===== src/rtl/rx_frame_sync_pkg.sv =====
// rx_frame_sync_pkg: sync word, state encodings and stream width shared by the Rx deframer and Tx framer
package rx_frame_sync_pkg;

    localparam logic [31:0] DEFAULT_SYNC_WORD = 32'h1ACFFC1D;
    localparam int          BYTE_W            = 8;

    localparam logic [0:0] ST_HUNT    = 1'b0;
    localparam logic [0:0] ST_PAYLOAD = 1'b1;

endpackage


===== src/rtl/rx_frame_sync_if.sv =====
// rx_frame_sync_if: byte stream carrying recovered payload, no backpressure
interface rx_frame_sync_if;
    import rx_frame_sync_pkg::*;

    logic [BYTE_W-1:0] tdata;
    logic              tvalid;
    logic              tuser;
    logic              tlast;

    modport master (output tdata, tvalid, tuser, tlast);
    modport slave  (input  tdata, tvalid, tuser, tlast);

endinterface


===== src/rtl/rx_frame_sync_sync_correlator.sv =====
// rx_frame_sync_sync_correlator: combinational Hamming-distance match of a window against the sync word and its complement
module rx_frame_sync_sync_correlator
    import rx_frame_sync_pkg::*;
#(
    parameter int          SYNC_LEN  = 32,
    parameter logic [31:0] SYNC_WORD = DEFAULT_SYNC_WORD,
    parameter int          MAX_ERR   = 2
) (
    input  logic [SYNC_LEN-1:0] window,
    output logic                match_pos,
    output logic                match_neg
);

    localparam int DW = $clog2(SYNC_LEN + 1);

    logic [SYNC_LEN-1:0] diff;
    logic [DW-1:0]       dist_pos;
    logic [DW-1:0]       dist_neg;

    assign diff = window ^ SYNC_WORD[SYNC_LEN-1:0];

    // Popcount of the mismatch; distance to the complement is what is left over
    always_comb begin
        dist_pos = '0;
        for (int i = 0; i < SYNC_LEN; i++) dist_pos = dist_pos + DW'(diff[i]);
        dist_neg = DW'(SYNC_LEN) - dist_pos;
    end

    assign match_pos = dist_pos <= DW'(MAX_ERR);
    assign match_neg = dist_neg <= DW'(MAX_ERR);

endmodule


===== src/rtl/rx_frame_sync.sv =====
// rx_frame_sync: error-tolerant sync hunt with 180-degree ambiguity fix, packs payload MSB-first into bytes
module rx_frame_sync
    import rx_frame_sync_pkg::*;
#(
    parameter int          SYNC_LEN      = 32,
    parameter logic [31:0] SYNC_WORD     = DEFAULT_SYNC_WORD,
    parameter int          MAX_ERR       = 2,
    parameter int          PAYLOAD_BYTES = 16,
    parameter int          GAP_MAX       = 64
) (
    input  logic              clk_1M024,
    input  logic              rst_n_1M024,
    input  logic              Rx_1bit,
    input  logic              Rx_vld,
    rx_frame_sync_if.master   data,
    output logic              locked,
    output logic              inverted,
    output logic              frame_err
);

    localparam int FW = $clog2(SYNC_LEN + 1);

    logic [0:0]          state;
    logic [SYNC_LEN-2:0] sr;
    logic [SYNC_LEN-1:0] win;
    logic [FW-1:0]       fill;
    logic [FW-1:0]       fill_next;
    logic [BYTE_W-1:0]   byte_sr;
    logic [BYTE_W-1:0]   byte_next;
    logic [7:0]          bytecnt;
    logic [7:0]          gapcnt;
    logic [7:0]          gap_next;
    logic [2:0]          bitcnt;
    logic                match_pos;
    logic                match_neg;
    logic                primed;

    assign win       = {sr, Rx_1bit};
    assign fill_next = (fill == FW'(SYNC_LEN)) ? fill : fill + 1'b1;
    assign primed    = fill_next == FW'(SYNC_LEN);
    assign byte_next = {byte_sr[BYTE_W-2:0], Rx_1bit ^ inverted};
    assign gap_next  = gapcnt + 8'd1;
    assign locked    = state == ST_PAYLOAD;

    rx_frame_sync_sync_correlator #(
        .SYNC_LEN  (SYNC_LEN),
        .SYNC_WORD (SYNC_WORD),
        .MAX_ERR   (MAX_ERR)
    ) u_corr (
        .window    (win),
        .match_pos (match_pos),
        .match_neg (match_neg)
    );

    // Hunt/payload sequencing; the sync history is wiped on lock so the next hunt starts from empty
    always_ff @(posedge clk_1M024 or negedge rst_n_1M024) begin
        if (!rst_n_1M024) begin
            state       <= ST_HUNT;
            sr          <= '0;
            fill        <= '0;
            byte_sr     <= '0;
            bitcnt      <= '0;
            bytecnt     <= '0;
            gapcnt      <= '0;
            inverted    <= 1'b0;
            frame_err   <= 1'b0;
            data.tdata  <= '0;
            data.tvalid <= 1'b0;
            data.tuser  <= 1'b0;
            data.tlast  <= 1'b0;
        end else begin
            data.tvalid <= 1'b0;
            data.tuser  <= 1'b0;
            data.tlast  <= 1'b0;
            frame_err   <= 1'b0;
            if (state == ST_HUNT) begin
                if (Rx_vld) begin
                    sr   <= win[SYNC_LEN-2:0];
                    fill <= fill_next;
                    if (primed && (match_pos || match_neg)) begin
                        state    <= ST_PAYLOAD;
                        inverted <= !match_pos;
                        sr       <= '0;
                        fill     <= '0;
                        bitcnt   <= '0;
                        bytecnt  <= '0;
                        gapcnt   <= '0;
                    end
                end
            end else if (Rx_vld) begin
                byte_sr <= byte_next;
                bitcnt  <= bitcnt + 3'd1;
                gapcnt  <= '0;
                if (bitcnt == 3'd7) begin
                    data.tdata  <= byte_next;
                    data.tvalid <= 1'b1;
                    data.tuser  <= bytecnt == 8'd0;
                    data.tlast  <= bytecnt == 8'(PAYLOAD_BYTES - 1);
                    bytecnt     <= bytecnt + 8'd1;
                    if (bytecnt == 8'(PAYLOAD_BYTES - 1)) state <= ST_HUNT;
                end
            end else begin
                gapcnt <= gap_next;
                if (gap_next == 8'(GAP_MAX)) begin
                    frame_err <= 1'b1;
                    state     <= ST_HUNT;
                    byte_sr   <= '0;
                    bitcnt    <= '0;
                    bytecnt   <= '0;
                    gapcnt    <= '0;
                end
            end
        end
    end

endmodule


===== src/flat_wrapper.sv =====
// flat-port wrapper written by rule: the top's interface ports become plain ports
module rx_frame_sync_flat import rx_frame_sync_pkg::*;
#(
    parameter int          SYNC_LEN      = 32,
    parameter logic [31:0] SYNC_WORD     = DEFAULT_SYNC_WORD,
    parameter int          MAX_ERR       = 2,
    parameter int          PAYLOAD_BYTES = 16,
    parameter int          GAP_MAX       = 64
)
  (clk_1M024, rst_n_1M024, Rx_1bit, Rx_vld, locked, inverted, frame_err, data_tdata, data_tvalid, data_tuser, data_tlast);
  rx_frame_sync_if data_i ();
  input  logic clk_1M024;
  input  logic rst_n_1M024;
  input  logic Rx_1bit;
  input  logic Rx_vld;
  output logic locked;
  output logic inverted;
  output logic frame_err;
  output wire logic [$bits(data_i.tdata)-1:0] data_tdata;
  output wire logic [$bits(data_i.tvalid)-1:0] data_tvalid;
  output wire logic [$bits(data_i.tuser)-1:0] data_tuser;
  output wire logic [$bits(data_i.tlast)-1:0] data_tlast;
  assign data_tdata = data_i.tdata;
  assign data_tvalid = data_i.tvalid;
  assign data_tuser = data_i.tuser;
  assign data_tlast = data_i.tlast;
  rx_frame_sync #(.SYNC_LEN(SYNC_LEN), .SYNC_WORD(SYNC_WORD), .MAX_ERR(MAX_ERR), .PAYLOAD_BYTES(PAYLOAD_BYTES), .GAP_MAX(GAP_MAX)) u_core (.clk_1M024(clk_1M024), .rst_n_1M024(rst_n_1M024), .Rx_1bit(Rx_1bit), .Rx_vld(Rx_vld), .data(data_i), .locked(locked), .inverted(inverted), .frame_err(frame_err));
endmodule

===== config.mk =====
export PLATFORM = sky130hd
export DESIGN_NAME = rx_frame_sync_flat
export DESIGN_NICKNAME = d
export VERILOG_FILES = /design/src/rtl/rx_frame_sync_pkg.sv /design/src/rtl/rx_frame_sync_if.sv /design/src/rtl/rx_frame_sync_sync_correlator.sv /design/src/rtl/rx_frame_sync.sv /design/src/flat_wrapper.sv
export SDC_FILE = /design/constraint.sdc
export NUM_CORES = 1
export LEC_CHECK = 0
export ABC_CLOCK_PERIOD_IN_PS = 11400
export CAP_MARGIN = 25
export CORE_MARGIN = 2
export CORE_UTILIZATION = 55
export CTS_CLUSTER_SIZE = 24
export DETAILED_ROUTE_END_ITERATION = 16
export PLACE_DENSITY = 0.82
export SKIP_CTS_REPAIR_TIMING = 1
export SLEW_MARGIN = 25
export SYNTH_ARGS = -nofsm -noshare
export SYNTH_HDL_FRONTEND = slang
export SYNTH_SLANG_ARGS = --single-unit

===== constraint.sdc =====
create_clock -name clk_1M024 -period 11.4 [get_ports clk_1M024]
set_clock_uncertainty 0.15 [all_clocks]
set_input_delay 2.28 -clock clk_1M024 [delete_from_list [all_inputs] [get_ports clk_1M024]]
set_output_delay 2.28 -clock clk_1M024 [all_outputs]
set_load 0.02 [all_outputs]

==> results.cfg, run 1 <==
[sta]
final_max_slew_viol_count = 0
slew_headroom = 0.351
fmax_ghz = 0.116
min_period_ns = 8.60
fin_crit_sh = 0.754
setup_tns_ns = 0
rsz0062_at_grt = no
setup_violations = 0
worstMarginPinSlew_ns = 0.972
hold_viol = 0

[route]
routed_via_density = 5.82
totalWireLength_um = 8820
routedWlPerCell_um = 15.4
dr.pass1.iters = 5
drc_errors = 0
vias = 3332
drtAntennaViolNets = 0
drt-initial-drc-count = 224

[synthesis]
synth_seq_cells = 77
synth_cells = 457
syn_nets = 501
yosysWarnings = 0
synthArstFlopShare = 1.00
synth_edf_count = 0
synthesis.area_sq_um = 4600
synth_area_per_cell_sq_um = 10.1
synth_seq_area_share = 0.419
ys_types = 63
synthFlopType = dfrtp_1

[global_route]
grt_pass1_vias = 3300
antenna_found_initial = 0
gr-total-overflow = 0
track_usage = 0.218
grt_first_pass_wirelength_um = 15300
grt_start_max_net_pins = 78

[layout]
fin_area_sq_um = 5020
drive_above_1_share = 0.0726
post_layout_nonfiller_instances = 573
nets = 507
syn_to_final_growth_pct = 9.14
diodes = 0

[clock_network]
worstSkewPairLatency_ns = 0.36
path_clk_slew_ns = 0.09
htree_levels = 3
clock_sinks = 77
cts_buffer_depth = 2
cts_root_buf = clkbuf_8
cts_buffers = 9
cts_tree = built

[setup_path]
cp.required_ns = 11.55
end_kind = flop
cp_max_fo = 12
crit_path_start_kind = primary input
worstSetupPathType = in -> reg
critPathArrivalTime_ns = 8.75
r2r_slack_ns = 4.84

[die]
die_w_um = 95.4
io_pins = 18
rows = 33
die_area_sq_um = 9110
die_h_um = 95.4
initial_utilization = 0.562
coreArea_sq_um = 8180

[placed_design]
place_congestion = 0.878
io_buffers = 17
dp_hpwl_um = 6040
placed_area_sq_um = 4810
dp.cells = 557

[min_path]
hold_path.class = reg -> reg

[outcome]
status = complete, no violations

[job]
maxCapViolCount = 0
[registers in the layout (all words and copies together), names as in the netlist]
name,count
u_core.bytecnt,8
u_core.data.tuser,1
u_core.data.tlast,1
u_core.data.tdata,8
u_core.bitcnt,3
u_core.fill,6
u_core.sr,31
u_core.data.tvalid,1
u_core.frame_err,1
u_core.gapcnt,8
u_core.byte_sr,7
u_core.inverted,1
u_core.locked,1
[metrics by stage]
step	hold WS (ns)	worst slack [ns]	utilization
after floorplan	0.290	3.68	-
after global placement	0.307	2.54	0.588
after detailed placement	0.314	2.47	0.588
after CTS	0.337	2.85	0.613
after global routing	0.365	2.51	0.614
final	0.332	2.80	0.614
[worst max-delay path, stage by stage]
cell and delay (ns):
clkdlybuf4s50_1 0.53, inv_1 0.08, fa_1 0.56, fa_1 0.44, fa_1 0.53, inv_1 0.06
fa_1 0.49, fa_1 0.51, inv_1 0.05, fa_1 0.44, ha_1 0.23, fa_1 0.58
ha_1 0.19, nor2b_1 0.05, nor3_1 0.28, and2_1 0.22, a311oi_1 0.07, a211oi_2 0.83
mux2_2 0.30
[synthesized netlist by cell type, types with 3 or more instances]
cell,count,area [sq um]
nor2b_1,3,18.8
a22o_1,6,52.6
xnor2_1,5,43.8
o2111a_1,4,45.0
nand2_1,35,131
nor3_1,5,25.0
nand4_1,3,18.8
a211oi_1,4,30.0
nor4_1,3,18.8
o22ai_1,3,18.8
and3_1,7,43.8
o32ai_1,6,52.6
and4_1,4,35.0
clkbuf_1,10,37.5
dfrtp_1,77,1930
o211ai_1,3,22.5
buf_2,9,45.0
xor2_1,5,43.8
o21ai_0,3,15.0
a31oi_1,3,18.8
a21oi_1,60,300
mux2i_1,22,220
fa_1,24,480
a21o_1,3,22.5
nand3_1,11,55.1
inv_1,53,199
nor2_1,25,93.8
ha_1,16,200
[layer usage]
| metal | up-vias | GRT usage | share of wire |
|---|---|---|---|
| li1 | 1597 | - | - |
| met1 | 1657 | 0.297 | 0.46 |
| met2 | 61 | 0.347 | 0.49 |
| met3 | 17 | 0.0514 | 0.033 |
| met4 | 0 | 0.0738 | 0.015 |
| met5 | - | 0 | 0 |
[layout make-up]
class                           count  area (sq um)
Tap cell                          105           131
Timing Repair Buffer               18           179
Clock inverter                      7          80.1
Sequential cell                    77          1930
Clock buffer                        9           124
Fill cell                         678          3160
Multi-Input combinational cell    303          2370
Inverter                           54           203
[path summary, 6_finish.rpt]
path / from / to / depth (start not counted)
min in group asynchronous: rst_n_1M024 / u_core.gapcnt[5]$_DFFE_PN0P_ / 1
worst min-delay path: u_core.data.tdata[6]$_DFFE_PN0P_ / u_core.data.tdata[6]$_DFFE_PN0P_ / 2
worst max-delay path: Rx_1bit / u_core.locked$_DFF_PN0_ / 19
worst max register to register: u_core.sr[10]$_DFFE_PN0P_ / u_core.locked$_DFF_PN0_ / 18
max in group asynchronous: rst_n_1M024 / u_core.fill[4]$_DFFE_PN0P_ / 1
worst min register to register: u_core.data.tdata[6]$_DFFE_PN0P_ / u_core.data.tdata[6]$_DFFE_PN0P_ / 2
[cells in the final DEF, fill, tap and decap left out, types with 4 or more instances in the layout]
cell and count:
o32ai_1 6, mux2i_1 22, a22o_1 6, o2111a_1 4, fa_1 24, and3_1 7
clkdlybuf4s50_1 16, xor2_1 5, dfrtp_1 77, xnor2_1 5, a211oi_1 4, a21oi_1 60
nand3_1 11, inv_1 53, and4_1 4, nand2_1 35, clkbuf_8 9, nor3_1 5
nor2_1 25, ha_1 16
[kinds of logic (layout without fill, tap and decap cells)]
logic type,count (synthesis),in the layout,share of synthesized area
muxes,25,25,0.0561
DFF,77,77,0.419
buffers and inverters,77,88,0.0686
xor gates and xnor gates,10,10,0.0190
AOI/OAI and AO/OA,118,118,0.170
and+or+nand+nor,110,110,0.120
adders and majority gates,40,40,0.148
Power of run 1 is left out: the tool's default activity adds up to more than one toggle a clock period on the data nets, which glitch-free logic cannot reach.
==> run 2: changes to the inputs <==
--- a/config.mk
+++ b/config.mk
@@ -5,7 +5,7 @@
 export SDC_FILE = /design/constraint.sdc
 export NUM_CORES = 1
 export LEC_CHECK = 0
-export ABC_CLOCK_PERIOD_IN_PS = 11400
+export ABC_CLOCK_PERIOD_IN_PS = 8800
 export CAP_MARGIN = 25
 export CORE_MARGIN = 2
 export CORE_UTILIZATION = 55
==> constraint.sdc (replaced) <==
create_clock -name clk_1M024 -period 8.8 [get_ports clk_1M024]
set_clock_uncertainty 0.15 [all_clocks]
set_input_delay 1.76 -clock clk_1M024 [delete_from_list [all_inputs] [get_ports clk_1M024]]
set_output_delay 1.76 -clock clk_1M024 [all_outputs]
set_load 0.02 [all_outputs]
==> run 2 against run 1 <==
Net effect: setup slack got worse by 1.9 ns; first-iteration DRC count decreased by 22%; utilization stayed put; cell area is the same; sequential share of layout area unchanged; wire length fell by 0.64%; count of clock-buffer cells in the layout stayed put; hold slack improved by 0.0029 ns; die area unchanged; non-clock buffer count increased by 1; critical path type unchanged; critical endpoint unchanged.
==> results.cfg, run 2 (synthesis gave the netlist of run 1 again) <==
[min_path]
whs_path_depth = 2
hold_path.class = reg -> reg

[sta]
slew_headroom = 0.418
rsz0062_at_grt = no
min_period_ns = 7.88
worstMarginPinSlew_ns = 0.872
hold-worst-slack_ns = 0.334
fmax_ghz = 0.127
setup_violations = 0
setup_tns_ns = 0
final_max_slew_viol_count = 0
fin_crit_sh = 0.896
hold_viol = 0

[placed_design]
place_congestion = 0.822
io_buffers = 17
dp_hpwl_um = 5980

[route]
drc_errors = 0
drtAntennaViolNets = 0
vias = 3300
totalWireLength_um = 8760
drt-initial-drc-count = 175
routed_via_density = 5.75
routedWlPerCell_um = 15.3
dr.pass1.iters = 4

[setup_path]
critPathArrivalTime_ns = 8.02
cp.required_ns = 8.94
crit_path_start_kind = primary input
cp_max_fo = 12
rr_worst_depth = 18
worstSetupPathType = in -> reg
end_kind = flop

[die]
die_h_um = 95.4
io_pins = 18
initial_utilization = 0.562
die_area_sq_um = 9110
die_w_um = 95.4
coreArea_sq_um = 8180
rows = 33

[global_route]
use_met3 = 0.0403
busiest_layer = met2
grt_start_max_net_pins = 78
grtUsageMet1 = 0.282
grt_first_pass_wirelength_um = 15000
grt_pass1_vias = 3247
antenna_found_initial = 0
met2_usage = 0.346
track_usage = 0.210
gr-total-overflow = 0

[layout]
multi_input_area_sq_um = 2370
layout_common_cells = dfrtp_1 (77), a21oi_1 (60), inv_1 (53)
drive_above_1_share = 0.0746
largest_register_ffs = 31
seq_area_sq_um = 1930
final_common_cell = dfrtp_1
diodes = 0
regMostFlops = u_core.sr
nets = 508
syn_to_final_growth_pct = 9.14
num-fill-cells = 670

[job]
maxCapViolCount = 0

[clock_network]
cts_tree = built
cts_buffers = 9
htree_levels = 3
cts_buffer_depth = 2
worstSkewPairLatency_ns = 0.36
path_clk_slew_ns = 0.09
cts_root_buf = clkbuf_8
clock_sinks = 77

[outcome]
status = complete, no violations
-- run 2: layer usage --
layer / up-vias / part of all wire
li1: 1596 / -
met1: 1623 / 0.46
met2: 67 / 0.49
met3: 14 / 0.040
met4: 0 / 0.013
met5: - / 0
-- run 2: layout make-up --
class / count / share of cell area
clock buffers: 9 / 0.0247
flip-flops and latches: 77 / 0.384
well taps: 105 / 0.0262
repair buffers: 19 / 0.0371
inverters: 54 / 0.0404
clock inverters: 7 / 0.0160
multi-input cells: 303 / 0.472
-- run 2: per-stage QoR --
stage	utilization	worst slack [ns]	area, sq um	cells
after floorplan	-	1.60	4600	457
after detailed placement	0.588	0.519	4810	558
final	0.614	0.918	5020	574
after global placement	0.588	0.621	4810	558
after CTS	0.613	0.876	5010	574
after global routing	0.614	0.555	5020	574
-- run 2: path summary, 6_finish.rpt --
path | startpoint | end | slack (ns)
worst max register to register | u_core.sr[10]$_DFFE_PN0P_ | u_core.locked$_DFF_PN0_ | 2.42
max in group asynchronous | rst_n_1M024 | u_core.sr[2]$_DFFE_PN0P_ | 6.73
min in group asynchronous | rst_n_1M024 | u_core.gapcnt[3]$_DFFE_PN0P_ | 1.26
worst min register to register | u_core.byte_sr[6]$_DFFE_PN0P_ | u_core.data.tdata[7]$_DFFE_PN0P_ | 0.33
worst max-delay path | Rx_1bit | u_core.locked$_DFF_PN0_ | 0.92
worst min-delay path | u_core.byte_sr[6]$_DFFE_PN0P_ | u_core.data.tdata[7]$_DFFE_PN0P_ | 0.33
-- run 2: critical path: stages --
cell and delay (ns):
clkdlybuf4s50_1 0.52, inv_1 0.08, fa_1 0.56, fa_1 0.44
fa_1 0.52, inv_1 0.06, fa_1 0.48, fa_1 0.52
inv_1 0.05, fa_1 0.43, ha_1 0.22, fa_1 0.52
inv_1 0.09, ha_1 0.17, o21ai_0 0.09, mux2_2 0.28
a2bb2oi_2 0.19, a211oi_2 0.77, mux2_2 0.28
Power of run 2 is left out for the same reason.
==> run 3: changes to the inputs <==
--- a/config.mk
+++ b/config.mk
@@ -8,10 +8,10 @@
 export ABC_CLOCK_PERIOD_IN_PS = 8800
 export CAP_MARGIN = 25
 export CORE_MARGIN = 2
-export CORE_UTILIZATION = 55
+export CORE_UTILIZATION = 44
 export CTS_CLUSTER_SIZE = 24
 export DETAILED_ROUTE_END_ITERATION = 16
-export PLACE_DENSITY = 0.82
+export PLACE_DENSITY = 0.7
 export SKIP_CTS_REPAIR_TIMING = 1
 export SLEW_MARGIN = 25
 export SYNTH_ARGS = -nofsm -noshare
==> run 3 against run 2 <==
Net effect: first-iteration DRC count is 34% higher; setup slack better by 0.047 ns; hold slack worse by 0.0019 ns; sequential share of layout area is 0.37 points lower; die area is 24% higher; via count is 1.3% higher; global-route usage is 2.8 points lower; final cell count is 5.6% higher; critical path type unchanged; critical path depth stayed put; sequential cell count stayed put; count of clock-buffer cells in the layout stayed put.
==> results.cfg, run 3 (synthesis gave the netlist of run 1 again) <==
[outcome]
status = complete, no violations

[layout]
layout_common_cells = dfrtp_1 (77), a21oi_1 (60), inv_1 (53)
largest_register_ffs = 31
syn_to_final_growth_pct = 10.2
drive_above_1_share = 0.0766
regMostFlops = u_core.sr
diodes = 0
nets = 509
final_common_cell = dfrtp_1

[die]
die_h_um = 106
rows = 37
coreArea_sq_um = 10200
initial_utilization = 0.449
die_w_um = 106
die_area_sq_um = 11300
io_pins = 18

[route]
dr.pass1.iters = 5
routed_via_density = 5.51
totalWireLength_um = 9510
drt-initial-drc-count = 235
routedWlPerCell_um = 15.7
drtAntennaViolNets = 0
vias = 3342
drc_errors = 0

[clock_network]
clock_sinks = 77
worstSkewPairLatency_ns = 0.36
cts_root_buf = clkbuf_8
path_clk_slew_ns = 0.08
htree_levels = 3
cts_tree = built
cts_buffer_depth = 2
cts_buffers = 9

[placed_design]
io_buffers = 17
place_congestion = 0.830
dp_hpwl_um = 6440

[setup_path]
critical_path_buf_inv_count = 5
crit_path_start_kind = primary input
cp.required_ns = 8.90
critPathArrivalTime_ns = 7.93
cp_common_cell = fa_1
crit_path_top_delay_cell = fa_1
timing.critical_path.cells = clkdlybuf4s50_1 -> inv_1 -> fa_1 -> fa_1 -> fa_1 -> inv_1 -> fa_1 -> fa_1 -> inv_1 -> fa_1 -> ha_1 -> fa_1 -> ha_1 -> or2_2 -> a21boi_0 -> a311oi_1 -> a211oi_2 -> buf_4 -> mux2_2
end_kind = flop
worstSetupPathType = in -> reg
cp_slowest_stage_delay_ns = 0.60
cp_max_fo = 12
crit_family = adder cells

[sta]
fin_crit_sh = 0.890
setup_violations = 0
setup_tns_ns = 0
final_max_slew_viol_count = 0
fmax_ghz = 0.128
rsz0062_at_grt = no
min_period_ns = 7.83
slew_headroom = 0.479
worstMarginPinSlew_ns = 0.782
hold_viol = 0

[job]
maxCapViolCount = 0

[global_route]
gr-total-overflow = 0
grt_pass1_vias = 3422
grt_start_max_net_pins = 78
track_usage = 0.181
antenna_found_initial = 0
grt_first_pass_wirelength_um = 16200

[min_path]
hold_path.class = reg -> reg
-- run 3: worst register-to-register path, cell delays in order, from the launching register on --
cell and delay, ns:
dfrtp_1 0.36, inv_1 0.10, fa_1 0.54, inv_1 0.05, fa_1 0.49, inv_1 0.05, fa_1 0.51, fa_1 0.45
fa_1 0.52, inv_1 0.05, fa_1 0.45, ha_1 0.23, fa_1 0.60, ha_1 0.26, or2_2 0.31, a21boi_0 0.16
a311oi_1 0.38, a211oi_2 0.08, buf_4 0.20, mux2_2 0.26
-- run 3: per-layer routing --
| metal | routed length (um) | track usage | vias to the layer above |
|---|---|---|---|
| met5 | 0 | 0 | - |
| met3 | 293 | 0.0472 | 6 |
| met2 | 4860 | 0.310 | 55 |
| met4 | 72 | 0.0414 | 0 |
| li1 | - | - | 1600 |
| met1 | 4290 | 0.230 | 1681 |
-- run 3: metrics by stage --
step / setup slack (ns) / cell area (sq um) / cells / hold WS (ns) / utilization
floorplan: 1.60 / 4600 / 457 / 0.290 / -
finish: 0.965 / 5070 / 606 / 0.333 / 0.495
CTS: 1.00 / 5060 / 606 / 0.333 / 0.495
global route: 0.729 / 5070 / 606 / 0.365 / 0.495
detailed placement: 0.626 / 4860 / 590 / 0.312 / 0.475
global placement: 0.788 / 4860 / 590 / 0.310 / 0.475
-- run 3: cell type report --
class / instances / area [sq um]
Multi-Input combinational cell: 303 / 2370
Timing Repair Buffer: 20 / 194
Inverter: 54 / 203
Clock inverter: 7 / 82.6
Fill cell: 925 / 5160
Tap cell: 136 / 170
Clock buffer: 9 / 124
Sequential cell: 77 / 1930
-- run 3: final timing paths --
| check | start | to | slack [ns] | cells after the start |
|---|---|---|---|---|
| worst max-delay path | Rx_1bit | u_core.locked$_DFF_PN0_ | 0.97 | 19 |
| worst min-delay path | u_core.data.tdata[5]$_DFFE_PN0P_ | u_core.data.tdata[5]$_DFFE_PN0P_ | 0.33 | 2 |
| worst max register to register | u_core.sr[0]$_DFFE_PN0P_ | u_core.locked$_DFF_PN0_ | 2.47 | 19 |
| worst min register to register | u_core.data.tdata[5]$_DFFE_PN0P_ | u_core.data.tdata[5]$_DFFE_PN0P_ | 0.33 | 2 |
| max in group asynchronous | rst_n_1M024 | u_core.sr[24]$_DFFE_PN0P_ | 6.74 | 1 |
| min in group asynchronous | rst_n_1M024 | u_core.gapcnt[2]$_DFFE_PN0P_ | 1.25 | 1 |
Power of run 3 is left out for the same reason.
